===== config.mk =====
export PLATFORM = sky130hd
export DESIGN_NAME = im_loader
export DESIGN_NICKNAME = d
export VERILOG_FILES = /design/src/rtl/im_loader.sv
export SDC_FILE = /design/constraint.sdc
export NUM_CORES = 1
export LEC_CHECK = 0
export ABC_AREA = 1
export BUFFER_PORTS_ARGS = -buffer_cell sky130_fd_sc_hd__buf_2
export CORE_UTILIZATION = 50
export CTS_CLUSTER_SIZE = 10
export DETAILED_ROUTE_END_ITERATION = 6
export PLACE_DENSITY_LB_ADDON = 0.05
export SLEW_MARGIN = 20
export SYNTH_ARGS = -nofsm -noshare
export SYNTH_HDL_FRONTEND = slang
export SYNTH_SLANG_ARGS = --single-unit

===== constraint.sdc =====
create_clock -name CLK -period 1.8 [get_ports CLK]
set_input_delay 0.09 -clock CLK [delete_from_list [all_inputs] [get_ports CLK]]
set_output_delay 0.09 -clock CLK [all_outputs]
set_load 0.03 [all_outputs]

===== src/rtl/im_loader.sv =====
// -----------------------------------------------------------------------------
// im_loader -- loads a program into instruction memory from a byte stream.
//
// After an accepted start it captures base_addr and word_count. It then
// assembles incoming bytes, most-significant byte first, into 32-bit words.
// Each completed word is written to consecutive word addresses with a
// one-cycle wr_en strobe. The write address wraps modulo 2^ADDR_W.
//
// Ports:
//   CLK         single clock, rising edge
//   RST_F       asynchronous active-low reset
//   start       one-cycle load request, sampled only while idle
//   base_addr   first word address written (captured on accepted start)
//   word_count  number of 32-bit words to load (captured on accepted start)
//   rx_valid    byte available on rx_data
//   rx_data     program byte stream, MSB of each word first
//   rx_ready    byte accepted when rx_valid && rx_ready at a rising edge
//   wr_en       one-cycle instruction-memory write strobe
//   wr_addr     word address for the write
//   wr_data     assembled instruction word
//   busy        high from accepted start until return to idle
//   done        one-cycle pulse when the load completes
//   csum        running XOR of all written words
//
// Optional feature macro: IM_LOADER_CHECKSUM_EN
//   defined   -> csum clears on accepted start and XORs in each written word
//   undefined -> csum is constant zero and no checksum register exists
// -----------------------------------------------------------------------------
module im_loader #(
  parameter int unsigned ADDR_W = 16
) (
  input  logic              CLK,
  input  logic              RST_F,
  input  logic              start,
  input  logic [ADDR_W-1:0] base_addr,
  input  logic [15:0]       word_count,
  input  logic              rx_valid,
  input  logic [7:0]        rx_data,
  output logic              rx_ready,
  output logic              wr_en,
  output logic [ADDR_W-1:0] wr_addr,
  output logic [31:0]       wr_data,
  output logic              busy,
  output logic              done,
  output logic [31:0]       csum
);

  typedef enum logic [1:0] {
    IDLE,
    COLLECT,
    WRITE,
    FINISH
  } state_t;

  state_t      state;
  logic [15:0] remaining;
  logic [1:0]  byte_cnt;
  // Only the first three bytes are held here; the fourth goes straight into
  // wr_data together with them.
  logic [23:0] word;

  always_ff @(posedge CLK or negedge RST_F) begin
    if (!RST_F) begin
      state     <= IDLE;
      remaining <= '0;
      byte_cnt  <= '0;
      word      <= '0;
      rx_ready  <= 1'b0;
      wr_en     <= 1'b0;
      wr_addr   <= '0;
      wr_data   <= '0;
      busy      <= 1'b0;
      done      <= 1'b0;
    end else begin
      case (state)
        IDLE: begin
          if (start) begin
            busy      <= 1'b1;
            wr_addr   <= base_addr;
            remaining <= word_count;
            byte_cnt  <= '0;
            if (word_count == '0) begin
              state <= FINISH;
              done  <= 1'b1;
            end else begin
              state    <= COLLECT;
              rx_ready <= 1'b1;
            end
          end
        end

        COLLECT: begin
          // rx_ready is always high in this state, so rx_valid alone marks a
          // transfer.
          if (rx_valid) begin
            word     <= {word[15:0], rx_data};
            byte_cnt <= byte_cnt + 2'd1;
            if (byte_cnt == 2'd3) begin
              wr_data  <= {word, rx_data};
              wr_en    <= 1'b1;
              rx_ready <= 1'b0;
              state    <= WRITE;
            end
          end
        end

        WRITE: begin
          wr_en     <= 1'b0;
          wr_addr   <= wr_addr + 1'b1;
          remaining <= remaining - 16'd1;
          if (remaining == 16'd1) begin
            state <= FINISH;
            done  <= 1'b1;
          end else begin
            state    <= COLLECT;
            rx_ready <= 1'b1;
          end
        end

        FINISH: begin
          done  <= 1'b0;
          busy  <= 1'b0;
          state <= IDLE;
        end

        default: state <= IDLE;
      endcase
    end
  end

`ifdef IM_LOADER_CHECKSUM_EN
  always_ff @(posedge CLK or negedge RST_F) begin
    if (!RST_F) begin
      csum <= '0;
    end else if (state == IDLE && start) begin
      csum <= '0;
    end else if (state == WRITE) begin
      csum <= csum ^ wr_data;
    end
  end
`else
  assign csum = '0;
`endif

endmodule

==> reports/qor.yml, run 1 <==
drt:
  routedWlPerCell_um: 12.4
  vias: 4427
  drt_iter0_markers: 184
  dr.pass1.iters: 5
  final_antenna_net_count: 0
  drc_errors: 0
  drt_wl_total_mm: 11.3
  viasPerCell: 4.86
global_routing:
  track_usage_pct: 22.5
  antenna_found_initial: 0
  grt_pass1_vias: 4000
  grt_max_degree: 44
  grt_first_pass_wirelength_mm: 18.6
  overflow: 0
place:
  gp_congestion: 0.878
  pre_cts_slack_ns: 0.165
  port_buffers: 95
  hpwl_mm: 8.17
die:
  initial_core_util_pct: 51.9
  io_pins: 128
  die_h_um: 103
  dieArea_um2: 10600
  coreArea_um2: 9820
  chipWidth_um: 103
  rows: 36
yosys:
  synth-seq-cells: 96
  synth-seq-area-share_pct: 47.1
  ys_types: 31
  yosysWarnings: 0
  synth_area_um2: 5100
  avgSynthCellArea_um2: 7.63
  synth_cells: 668
hold_path:
  hold_depth: 3
  min_path_type: "input port to register"
timing:
  rsz0062_at_grt: "no"
  max_freq_ghz: 0.612
  finClkSkew_ns: 0.0164
  worst_slack_ns: 0.165
  worst_pin_slew_ns: 0.663
  relSlewSlack_pct: 55.7
  setup_tns_ns: 0
  hold_violations: 0
  min_period_ns: 1.63
  fin_crit_sh_pct: 90.8
  slew_viol_final: 0
  setup_viol: 0
setup_path:
  r2r_cells: 8
  crit_buf_inv: 3
  cp_slowest_stage_delay_ns: 0.48
  cp-endpoint: "remaining[6]$_DFFE_PN0P_"
  cp_top_family: "buffers and inverters"
  crit_path_cell_trace: "inv_2 -> nor2_2 -> inv_2 -> nand2_2 -> inv_2 -> nor2_1 -> nand2_1 -> o21ai_0"
  crit-reg2reg-launch: "state[1]$_DFFE_PN0P_"
  cp.arrival_ns: 1.88
  cpMaxStageDelayCell: "inv_2"
  criticalPathCategory: "register to register"
  required_ns: 2.04
  critPathLaunch: "state[1]$_DFFE_PN0P_"
  setup.worst_path.end_class: "register"
  cp.depth: 8
  worstPathMaxFanout: 40
  worst_r2r_endpoint: "remaining[6]$_DFFE_PN0P_"
  critPathLaunchType: "register"
  path_common_cell: "inv_2"
  ff2ff_setup_slack_ns: 0.17
final_layout:
  nets: 820
  antenna_cells: 0
  drive_gt1_share_pct: 18.8
  final_common_cell: "nand2_1"
  final_cell_mix: "nand2_1, dfrtp_1, nor2_1, buf_2, inv_1"
  utilization_pct: 59.9
  fillers: 947
  synthToLayoutAreaGrowth_pct: 15.4
clock_tree:
  clockRootBuffer: "clkbuf_8"
  clock_path_buffers: 2
  cts_setup_buffers: 0
  clock_latency_ns: 0.37
  cts_buffers: 9
  path_clk_slew_ns: 0.10
  ctsResizeCount: 0
  cts.sinks: 96
  htreeDepth: 3
  cts_hold_buf: 7
  cts_tree: "done"
pwr:
  p_leak_nw: 3.09
  irDropWorstVdd_v: 0.000827
  cellPowerDensity_nw_per_um2: 1680
outcome:
  status: "complete, no violations"
run:
  cap_violations: 0
synthesized netlist by cell type:
library cell  number  area (µm²)
o21ai_1           26         130
o21bai_1           1        7.51
inv_1             55         206
nand4_1            8        50.1
nor3_1             1        5.00
nor2_2             2        12.5
buf_4             34         255
o211ai_1           3        22.5
nand2_1          196         736
clkbuf_1          10        37.5
nand3_1           39         195
nor2_4             1        11.3
xnor2_1            2        17.5
buf_2              9        45.0
a31oi_1            2        12.5
o31ai_2            1        12.5
nand3b_1           3        22.5
xor2_1             2        17.5
nand2_2            4        25.0
nor2_1            94         353
inv_2              5        18.8
o21ai_0           49         245
mux2_1             1        11.3
o22ai_1            3        18.8
dfrtp_1           96        2400
a22oi_1            1        7.51
a21oi_1            5        25.0
mux2_4             7         105
conb_1             1        3.75
buf_6              3        33.8
ha_1               4        50.1
flip-flops by register name, indices dropped and copies added (netlist names):
| signal | count |
|---|---|
| busy | 1 |
| byte_cnt | 2 |
| done | 1 |
| remaining | 16 |
| rx_ready | 1 |
| state | 2 |
| word | 24 |
| wr_addr | 16 |
| wr_data | 32 |
| wr_en | 1 |
cell families (layout without fill, tap and decap cells):
family	Yosys count	after routing	share of synthesized area, %
xor gates and xnor gates	4	4	0.688
and+or+nand+nor	348	348	27.7
adders and majority gates	4	4	0.982
muxes	8	8	2.28
AOI/OAI and AO/OA	91	91	9.45
buffers and inverters	116	194	11.7
other	1	32	0.0736
DFF	96	96	47.1
worst reg2reg max path: cells and delay by family, from the launching register on:
family	cells	cell delay [ns]
buf+inv	3	0.65
flops	1	0.47
simple gates	4	0.31
compound gates	1	0.08
cell type report:
| type | instances | area, µm² | share of cell area [%] |
|---|---|---|---|
| well taps | 133 | 166 | 2.83 |
| clock buffers | 10 | 128 | 2.17 |
| clock inverters | 6 | 51.3 | 0.873 |
| flip-flops and latches | 96 | 2400 | 40.9 |
| inverters | 60 | 225 | 3.83 |
| repair buffers | 118 | 693 | 11.8 |
| multi-input cells | 487 | 2210 | 37.6 |
routing by layer:
metal  up-vias  GRT usage (%)  wire [µm]
met5         -              0          0
met4         0           6.07        159
met3        15           3.12        464
met2       106           37.6       5330
met1      2052           30.9       5320
li1       2254              -          -
through the flow:
stage / total power [W] / instance area [µm²] / hold WS, ns / std cells
2_1_floorplan: 0.00728 / 5210 / -0.206 / 699
3_3_place_gp: 0.00846 / 5630 / 0.0776 / 887
3_5_place_dp: 0.00859 / 5630 / 0.0751 / 887
4_1_cts: 0.00995 / 5880 / 0.00127 / 910
5_1_grt: 0.0107 / 5880 / 0.00801 / 910
6_report: 0.00987 / 5880 / 0.00591 / 910
power by group:
part	leakage, nW	switching, W	internal (W)
combinational	1.79	0.00313	0.00152
clock	0.0810	0.000816	0.000521
sequential	1.22	0.000799	0.00308
how the worst min path moves through the flow:
stage,startpoint,end,slack [ns]
final,word_count[2],remaining[2]$_DFFE_PN0P_,0.006
after detailed placement,RST_F,wr_data[30]$_DFFE_PN0P_,0.08
after global routing,rx_valid,byte_cnt[1]$_DFFE_PN0P_,0.008
after floorplan,RST_F,busy$_DFFE_PN0P_,-0.21
after CTS,word_count[2],remaining[2]$_DFFE_PN0P_,0.001
after global placement,RST_F,wr_data[30]$_DFFE_PN0P_,0.08
Power figures use the tool's default switching activity.
==> inputs of run 2 (changes only) <==
- CORE_UTILIZATION: 50 -> 54
==> run 2 against run 1 <==
Final area barely moved. Flip-flop and latch count is the same. Global-route usage is 2.2 points higher. Worst setup slack gained 0.018 ns. Routed wire length is 1.7% higher. Via count is 0.45% lower. Register-to-register slack improved by 0.02 ns. Final cell count is 2.2% lower. Sequential power about the same. Critical endpoint is now wr_addr[12]$_DFFE_PN0P_.
==> reports/qor.yml, run 2 (synthesis gave the netlist of run 1 again) <==
timing:
  worst_pin_slew_ns: 0.695
  setup_tns_ns: 0
  min_period_ns: 1.62
  max_freq_ghz: 0.619
  slew_viol_final: 0
  rsz0062_at_grt: "no"
  finClkSkew_ns: 0.0172
  fin_crit_sh_pct: 89.8
  setup_viol: 0
  hold_violations: 0
  relSlewSlack_pct: 53.6
die:
  coreArea_um2: 9200
  rows: 35
  initial_core_util_pct: 55.4
  die_h_um: 99.1
  chipWidth_um: 99.1
  dieArea_um2: 9830
  io_pins: 128
setup_path:
  setup.worst_path.end_class: "register"
  ff2ff_setup_slack_ns: 0.18
  cp.arrival_ns: 1.86
  r2r_cells: 8
  worst_r2r_endpoint: "wr_addr[12]$_DFFE_PN0P_"
  worstPathMaxFanout: 40
  critPathLaunchType: "register"
  required_ns: 2.05
  criticalPathCategory: "register to register"
  crit-reg2reg-launch: "state[1]$_DFFE_PN0P_"
place:
  post_dp_cell_area_um2: 5590
  dpl.cell_count: 863
  port_buffers: 95
  hpwl_mm: 8.13
  gp_congestion: 0.862
clock_tree:
  htreeDepth: 3
  cts_tree: "done"
  cts.sinks: 96
  clock_path_buffers: 2
  clock_latency_ns: 0.36
  path_clk_slew_ns: 0.11
  clockRootBuffer: "clkbuf_8"
  cts_buffers: 9
  cts_setup_buffers: 0
final_layout:
  antenna_cells: 0
  final_common_cell: "nand2_1"
  synthToLayoutAreaGrowth_pct: 15.3
  largest_register_ffs: 32
  drive_gt1_share_pct: 18.5
  reg.largest.list: "wr_data: 32 flops, word: 24 flops"
  design_area_um2: 5880
  final_cell_mix: "nand2_1, dfrtp_1, nor2_1, buf_2, inv_1"
  final_cells: 890
  regMostFlops: "wr_data"
  nets: 822
global_routing:
  grt_first_pass_wirelength_mm: 19.4
  antenna_found_initial: 0
  grt_max_degree: 52
  track_usage_pct: 24.7
  overflow: 0
  grt_pass1_vias: 4246
drt:
  dr.pass1.iters: 4
  drc_errors: 0
  routedWlPerCell_um: 12.9
  final_antenna_net_count: 0
  vias: 4407
  drt_iter0_markers: 155
  viasPerCell: 4.95
  drt_wl_total_mm: 11.5
hold_path:
  holdPathEnd: "wr_data[7]$_DFFE_PN0P_"
  min_path_type: "input port to register"
  hp-start: "rx_data[7]"
  hold_depth: 3
pwr:
  p_leak_nw: 3.10
  cellPowerDensity_nw_per_um2: 1680
  irDropWorstVdd_v: 0.000682
outcome:
  status: "complete, no violations"
run:
  cap_violations: 0
run 2: cell types whose count changed in the layout (fill, tap and decap cells not counted), sizes merged:
cell	previous run	this run
buf	111	109
clkinv	1	0
dlygate4sd3	7	11
clkinvlp	3	4
run 2: critical path, cell delays in order, from the launching register on:
cell and delay [ns]:
dfrtp_1 0.47, inv_2 0.11, nor2_2 0.06, inv_2 0.07, nand2_2 0.05, inv_2 0.51, nor2_1 0.09, nand2_1 0.09
o21ai_0 0.08
run 2: through the flow:
stage / util (%) / setup WS [ns] / hold WS, ns / power (W)
2_1_floorplan: - / 0.147 / -0.206 / 0.00728
3_3_place_gp: 60.8 / 0.245 / 0.0846 / 0.00845
3_5_place_dp: 60.8 / 0.169 / 0.0869 / 0.00859
4_1_cts: 63.9 / 0.169 / 0.00394 / 0.00996
5_1_grt: 63.9 / 0.0218 / 0.0244 / 0.0107
6_report: 63.9 / 0.184 / 0.0218 / 0.00989
run 2: layout make-up:
class	instances	area (µm²)
fillers	875	3320
flip-flops and latches	96	2400
multi-input cells	487	2210
repair buffers	120	718
inverters	60	225
well taps	111	139
clock buffers	10	128
clock inverters	6	52.6
run 2: power breakdown:
part | internal, W | switching (W) | total [W]
Sequential | 0.00308 | 0.000815 | 0.00390
Clock | 0.000523 | 0.000810 | 0.00133
Combinational | 0.00151 | 0.00315 | 0.00466
run 2: what timing repair did:
action,in CTS,in global routing
hold endpoints to repair,48,0
hold buffers,11,0
resized for setup,0,0
run 2: per-layer routing:
layer	GRT usage, %	wire (µm)	share of wire (%)
met5	0	0	0
met3	2.88	498	4.3
met2	42.8	5480	48
met1	33.1	5370	47
met4	7.13	124	1.1
run 2: worst max-delay path by stage:
stage,from,endpoint,slack (ns),depth (start not counted)
CTS,state[1]$_DFFE_PN0P_,wr_addr[12]$_DFFE_PN0P_,0.17,8
finish,state[1]$_DFFE_PN0P_,wr_addr[12]$_DFFE_PN0P_,0.18,8
detailed placement,state[1]$_DFFE_PN0P_,remaining[6]$_DFFE_PN0P_,0.17,8
floorplan,wr_addr[0]$_DFFE_PN0P_,wr_addr[10]$_DFFE_PN0P_,0.15,10
global placement,state[1]$_DFFE_PN0P_,wr_addr[12]$_DFFE_PN0P_,0.24,8
global route,remaining[0]$_DFFE_PN0P_,remaining[10]$_DFFE_PN0P_,0.02,9
